File: src/rtl/hazard_control_unit.sv
// ---------------------------------------------------------------------------
// hazard_control_unit
//
// Purpose:
//   Pipeline hazard controller on the consumer side of the ID/EX register.
//   It watches the ID/EX outputs (memread, regwrite, destination register),
//   the IF/ID source-register fields, the EX-stage redirect and the data
//   memory busy flag. From these it drives stall, flush, bubble and hold
//   controls into the PC, IF/ID and ID/EX registers.
//
//   The outputs are Mealy: they are decided in the same cycle from the
//   current state plus the inputs, so the pipeline enables react with zero
//   latency. State is updated on the falling clock edge, which is the same
//   edge the pipeline registers use.
//
//   Priority in every state is mem_busy > redirect_ex > load-use.
//
// Parameters:
//   FLUSH_CYCLES : cycles if_id_flush stays high per redirect (1..7)
//   LOAD_LAT     : stall cycles per load-use hazard (1..7)
//   CNT_W        : performance counter width (only with HAZARD_PERF_CNT_EN)
//
// Ports:
//   clk            in   system clock, state updates on negedge
//   reset          in   asynchronous active-low reset
//   if_id_rs1      in   rs1 field of the instruction in ID
//   if_id_rs2      in   rs2 field of the instruction in ID
//   if_id_uses_rs2 in   instruction in ID reads rs2
//   id_ex_memread  in   MemRead output of ID/EX
//   id_ex_regwrite in   RegWrite output of ID/EX
//   id_ex_rd       in   destination register output of ID/EX
//   redirect_ex    in   EX resolved a taken branch / jal / jalr
//   mem_busy       in   data memory not ready, freeze the pipeline
//   pc_write       out  PC load enable
//   if_id_write    out  IF/ID load enable
//   if_id_flush    out  IF/ID loads a NOP
//   id_ex_bubble   out  ID/EX loads all-zero control
//   id_ex_hold     out  ID/EX keeps its contents
//   ctrl_state     out  current FSM state (RUN=0, LOAD_STALL=1,
//                       MEM_WAIT=2, FLUSH=3)
//   stall_count    out  cycles with pc_write low (HAZARD_PERF_CNT_EN only)
//   flush_count    out  cycles with if_id_flush high (HAZARD_PERF_CNT_EN only)
//
// Optional feature macro: HAZARD_PERF_CNT_EN adds the two saturating
// performance counters. Without it the counters and their ports are absent.
// ---------------------------------------------------------------------------
module hazard_control_unit #(
  parameter int FLUSH_CYCLES = 1,
  parameter int LOAD_LAT     = 1
`ifdef HAZARD_PERF_CNT_EN
  ,
  parameter int CNT_W        = 16
`endif
) (
  input  logic       clk,
  input  logic       reset,
  input  logic [4:0] if_id_rs1,
  input  logic [4:0] if_id_rs2,
  input  logic       if_id_uses_rs2,
  input  logic       id_ex_memread,
  input  logic       id_ex_regwrite,
  input  logic [4:0] id_ex_rd,
  input  logic       redirect_ex,
  input  logic       mem_busy,
  output logic       pc_write,
  output logic       if_id_write,
  output logic       if_id_flush,
  output logic       id_ex_bubble,
  output logic       id_ex_hold,
  output logic [1:0] ctrl_state
`ifdef HAZARD_PERF_CNT_EN
  ,
  output logic [CNT_W-1:0] stall_count,
  output logic [CNT_W-1:0] flush_count
`endif
);

  localparam logic [1:0] RUN        = 2'd0;
  localparam logic [1:0] LOAD_STALL = 2'd1;
  localparam logic [1:0] MEM_WAIT   = 2'd2;
  localparam logic [1:0] FLUSH      = 2'd3;

  // The detect cycle is spent in RUN, and the last extra cycle is the one
  // where cnt is 0, so the reload value is the total minus two.
  localparam logic [2:0] FLUSH_RELOAD =
    (FLUSH_CYCLES > 1) ? 3'(FLUSH_CYCLES - 2) : 3'd0;
  localparam logic [2:0] LOAD_RELOAD =
    (LOAD_LAT > 1) ? 3'(LOAD_LAT - 2) : 3'd0;

  logic [1:0] state_q, state_d;
  logic [2:0] cnt_q, cnt_d;

  logic loadUse;
  logic pcWrite;
  logic ifIdWrite;
  logic ifIdFlush;
  logic idExBubble;
  logic idExHold;

  // A load in EX whose destination is read by the instruction in ID.
  // Writes to x0 are discarded by the register file, so they never stall.
  assign loadUse = id_ex_memread & id_ex_regwrite & (id_ex_rd != 5'd0) &
                   ((id_ex_rd == if_id_rs1) |
                    (if_id_uses_rs2 & (id_ex_rd == if_id_rs2)));

  // Next-state and raw output decode. mem_busy and redirect_ex are handled
  // the same way in every state, so they sit ahead of the state case.
  // MEM_WAIT with mem_busy low behaves exactly like RUN: the held ID/EX
  // contents let any load-use or redirect be rediscovered from scratch.
  always_comb begin
    state_d    = state_q;
    cnt_d      = cnt_q;
    pcWrite    = 1'b1;
    ifIdWrite  = 1'b1;
    ifIdFlush  = 1'b0;
    idExBubble = 1'b0;
    idExHold   = 1'b0;

    if (mem_busy) begin
      pcWrite   = 1'b0;
      ifIdWrite = 1'b0;
      idExHold  = 1'b1;
      state_d   = MEM_WAIT;
      cnt_d     = 3'd0;
    end else if (redirect_ex) begin
      ifIdFlush  = 1'b1;
      idExBubble = 1'b1;
      if (FLUSH_CYCLES > 1) begin
        state_d = FLUSH;
        cnt_d   = FLUSH_RELOAD;
      end else begin
        state_d = RUN;
        cnt_d   = 3'd0;
      end
    end else begin
      case (state_q)
        LOAD_STALL: begin
          pcWrite    = 1'b0;
          ifIdWrite  = 1'b0;
          idExBubble = 1'b1;
          if (cnt_q == 3'd0) begin
            state_d = RUN;
          end else begin
            cnt_d = cnt_q - 3'd1;
          end
        end
        FLUSH: begin
          ifIdFlush  = 1'b1;
          idExBubble = 1'b1;
          if (cnt_q == 3'd0) begin
            state_d = RUN;
          end else begin
            cnt_d = cnt_q - 3'd1;
          end
        end
        default: begin
          state_d = RUN;
          cnt_d   = 3'd0;
          if (loadUse) begin
            pcWrite    = 1'b0;
            ifIdWrite  = 1'b0;
            idExBubble = 1'b1;
            if (LOAD_LAT > 1) begin
              state_d = LOAD_STALL;
              cnt_d   = LOAD_RELOAD;
            end
          end
        end
      endcase
    end
  end

  // While reset is low the pipeline runs freely whatever the inputs say.
  assign pc_write     = reset ? pcWrite    : 1'b1;
  assign if_id_write  = reset ? ifIdWrite  : 1'b1;
  assign if_id_flush  = reset ? ifIdFlush  : 1'b0;
  assign id_ex_bubble = reset ? idExBubble : 1'b0;
  assign id_ex_hold   = reset ? idExHold   : 1'b0;
  assign ctrl_state   = state_q;

  // State register, clocked on the falling edge like the pipeline registers.
  always_ff @(negedge clk or negedge reset) begin
    if (!reset) begin
      state_q <= RUN;
      cnt_q   <= 3'd0;
    end else begin
      state_q <= state_d;
      cnt_q   <= cnt_d;
    end
  end

`ifdef HAZARD_PERF_CNT_EN
  // Saturating counters of frozen-PC cycles and flush cycles.
  always_ff @(negedge clk or negedge reset) begin
    if (!reset) begin
      stall_count <= '0;
      flush_count <= '0;
    end else begin
      if (!pc_write && (stall_count != {CNT_W{1'b1}})) begin
        stall_count <= stall_count + 1'b1;
      end
      if (if_id_flush && (flush_count != {CNT_W{1'b1}})) begin
        flush_count <= flush_count + 1'b1;
      end
    end
  end
`endif

endmodule

File: config.mk
export PLATFORM = sky130hd
export DESIGN_NAME = hazard_control_unit
export DESIGN_NICKNAME = d
export VERILOG_FILES = /design/src/rtl/hazard_control_unit.sv
export SDC_FILE = /design/constraint.sdc
export NUM_CORES = 1
export LEC_CHECK = 0
export CELL_PAD_IN_SITES_DETAIL_PLACEMENT = 2
export CELL_PAD_IN_SITES_GLOBAL_PLACEMENT = 2
export CORE_ASPECT_RATIO = 0.7
export CORE_UTILIZATION = 10
export CTS_CLUSTER_SIZE = 30
export DETAILED_ROUTE_END_ITERATION = 6
export HOLD_SLACK_MARGIN = 0.05
export PLACE_DENSITY_LB_ADDON = 0.1
export SYNTH_ARGS = -nofsm -noshare
export SYNTH_HDL_FRONTEND = slang
export SYNTH_SLANG_ARGS = --single-unit
File: constraint.sdc
create_clock -name clk -period 1.8 [get_ports clk]
set_input_delay 0.36 -clock clk [delete_from_list [all_inputs] [get_ports clk]]
set_output_delay 0.36 -clock clk [all_outputs]
set_load 0.02 [all_outputs]
==> Word-level counts from Yosys, hierarchy flattened <==
Cells that the tools add are included.
{ "word_totals": {"output_inout_bits": 7, "input_bits": 22, "mem_bits_ro": 0, "wordCells": 41, "latchBits": 0, "ram_bits": 0, "regBits": 5, "memories": 0} }
{ "classes": {"order_cmp": 0, "shifts": 0, "multipliers": 0, "bitwise_logic": 5, "n_div": 0, "n_addsub": 1, "mux": 24, "n_eq_ne": 6, "n_reduce_logical": 3} }
{ "op_table": {"columns": ["operator", "n"], "rows": [
  ["1-bit 2-to-1 mux", 15],
  ["3-bit 2-to-1 mux", 4],
  ["5-bit == test", 2],
  ["2-bit 2-to-1 mux", 4],
  ["5-bit nonzero test", 1],
  ["1-bit bitwise AND", 4],
  ["4-bit by 1-bit inequality test with 1-bit output, second input constant", 1],
  ["4-bit inequality test, second input constant", 1],
  ["3-bit logical NOT", 1],
  ["3-bit by 1-bit subtractor with 3-bit output, second input constant", 1],
  ["2-bit by 1-bit == test with 1-bit output, second input constant", 1],
  ["2-bit == test, second input constant", 1],
  ["1-bit case mux with 2 select lines", 1],
  ["2-bit OR reduction", 1],
  ["1-bit OR", 1]
]} }

==> Logic depth before layout (Yosys ltp) <==
{ "logic_depth": {"ltp_word": 9, "ltp_mapped": 5, "mapped_depth_nobuf": 4} }

==> impl_metrics.env <==
export IMPL_hp_class="in2async"
export IMPL_synth_fp_nets=51
export IMPL_crit_path_end_kind="output port"
export IMPL_core_area_sq_mm=0.00197
export IMPL_io_pins=29
export IMPL_hold_viol=0
export IMPL_cp_start_kind="primary input"
export IMPL_dpl_worst_slack_ns=-0.907
export IMPL_final_antenna_net_count=0
export IMPL_grt_start_max_net_pins=4
export IMPL_fin_crit_ns=1.79
export IMPL_cp_max_fo=3
export IMPL_die_area_sq_mm=0.00241
export IMPL_fmax_mhz=558
export IMPL_grt_pass1_wl_mm=1.29
export IMPL_drc_errors=0
export IMPL_initial_core_util_pct=11.3
export IMPL_netlist_area_sq_um=221
export IMPL_largest_reg_flops=1
export IMPL_fin_nets=85
export IMPL_critPathBufInv=2
export IMPL_leakage_uw=0.000264
export IMPL_dp_hpwl_um=827
export IMPL_path_clk_slew_ns=0
export IMPL_status="complete, no violations"
export IMPL_wl_met3_um=42
export IMPL_areaGrowthSynthToFinish_pct=160
export IMPL_power_density_mw_per_mm2=249
export IMPL_critPathKind="in2out"
export IMPL_period_share_pct=99.6
export IMPL_max_stage_delay_ns=0.30
export IMPL_grt_ovfl_total=0
export IMPL_path_cells="buf_8, xor2_2, nor4_2, a32oi_2, o21bai_1, buf_4"
export IMPL_dieHeight_um=41.4
export IMPL_final_setup_viol_count=0
export IMPL_routed_wl_um=945
export IMPL_wl_per_cell_um=10.4
export IMPL_synth_seq_cells=1
export IMPL_vias=304
export IMPL_timing_final_ws_setup_ns=0.00699
export IMPL_required_ns=1.44
export IMPL_crit_family="compound AO/OA/AOI/OAI gates"
export IMPL_drt_iter0_markers=2
export IMPL_whs_ns=1.11
export IMPL_vdd_drop_max_uv=110
export IMPL_numPortBuffers=27
export IMPL_drive_gt1_share_pct=47.5
export IMPL_ys_seq_area_share_pct=11.3
export IMPL_grt_pass1_vias=290
export IMPL_die_x_um=58.2
export IMPL_rows=13
export IMPL_rsz0062_at_grt="true"
export IMPL_antenna_found_initial=0
export IMPL_synthCells=29
export IMPL_wl_met1_um=434
export IMPL_fin_area_sq_um=576
export IMPL_first_pass_iters=2
export IMPL_syn_avg_cell_area_sq_um=7.64
export IMPL_diodes=0
export IMPL_maxCapViolCount=0
export IMPL_ys_types=15
export IMPL_grt_usage_pct=7.19
export IMPL_dr_wl_met2_um=468
export IMPL_via_per_inst=3.34
export IMPL_crit_slowest_cell="nor4_2"
export IMPL_routed_top_layer="met3"
export IMPL_arrival_ns=1.43
export IMPL_yosysWarnings=0
export IMPL_gp_congestion=0.607
export IMPL_slew_violations=0
export IMPL_post_dp_cell_area_sq_um=566
==> layout by cell type (no fill, tap or decap), types with 2 or more instances in the layout <==
cell type,Yosys,routed
buf_2,0,7
dlygate4sd2_1,0,6
buf_4,2,8
nor2_1,2,2
xor2_1,9,6
nor3_1,2,2
clkdlybuf4s15_1,0,2
xor2_2,0,3
buf_6,0,3
clkdlybuf4s50_1,0,4
clkbuf_2,0,2
and2_1,2,2
nand4_1,2,2
==> Yosys cell counts <==
cell type,number,area [sq um]
nand2_1,1,3.75
conb_1,1,3.75
o21bai_1,1,7.51
nor2_1,2,7.51
nor2b_1,2,12.5
buf_4,2,15.0
nor3_1,2,10.0
nand4_1,2,12.5
xnor2_1,1,8.76
a2bb2oi_1,1,8.76
nor4_1,1,6.26
a32oi_1,1,8.76
dfrtn_1,1,25.0
xor2_1,9,78.8
and2_1,2,12.5
==> per-layer routing <==
metal	vias up	global-route usage (%)
met5	-	0
met4	0	0
met3	0	0
met2	9	13.5
met1	137	10.2
li1	158	-
==> power breakdown <==
group	switching, uW	internal (uW)	leakage, uW
registers	0.193	24.2	0.0000117
logic	51.9	66.9	0.000252
clock network	0	0	0
==> metrics by stage <==
stage | total power, uW | TNS [ns] | util (%) | instances
floorplan | 65.2 | 0 | - | 29
global route | 154 | -0.136 | 29.2 | 91
finish | 143 | 0 | 29.2 | 91
CTS | 135 | -0.0710 | 27.1 | 90
global placement | 146 | -3.89 | 28.7 | 90
detailed placement | 146 | -3.97 | 28.7 | 90
==> logic make-up after synthesis <==
kind of cell | after synthesis | share of synthesized area (%)
buf+inv | 2 | 6.78
other cells | 1 | 1.69
simple gates | 12 | 29.4
compound gates | 3 | 11.3
xor+xnor | 10 | 39.6
flops | 1 | 11.3
==> final cells by class <==
| type | instances | area [sq um] |
|---|---|---|
| Timing Repair Buffer | 34 | 279 |
| Sequential cell | 1 | 25.0 |
| Fill cell | 224 | 1390 |
| Tap cell | 30 | 37.5 |
| Multi-Input combinational cell | 26 | 234 |
==> worst paths after layout <==
| path | from | depth (start not counted) | slack [ns] | to |
|---|---|---|---|---|
| worst max-delay path | id_ex_rd[4] | 6 | 0.007 | id_ex_bubble |
| worst min-delay path | reset | 2 | 1.11 | ctrl_state[1] |
| max in group asynchronous | reset | 2 | 0.56 | ctrl_state[1] |
| min in group clk | mem_busy | 4 | 1.16 | if_id_write |
==> what timing repair did <==
action,in CTS,in global routing
buffers inserted,0,1
gates resized for setup,67,15
gates cloned,0,0
hold buffers,0,0
endpoints found under the setup margin,7,6
pin swaps,12,5
No activity file was read; power rests on OpenSTA's default activity.
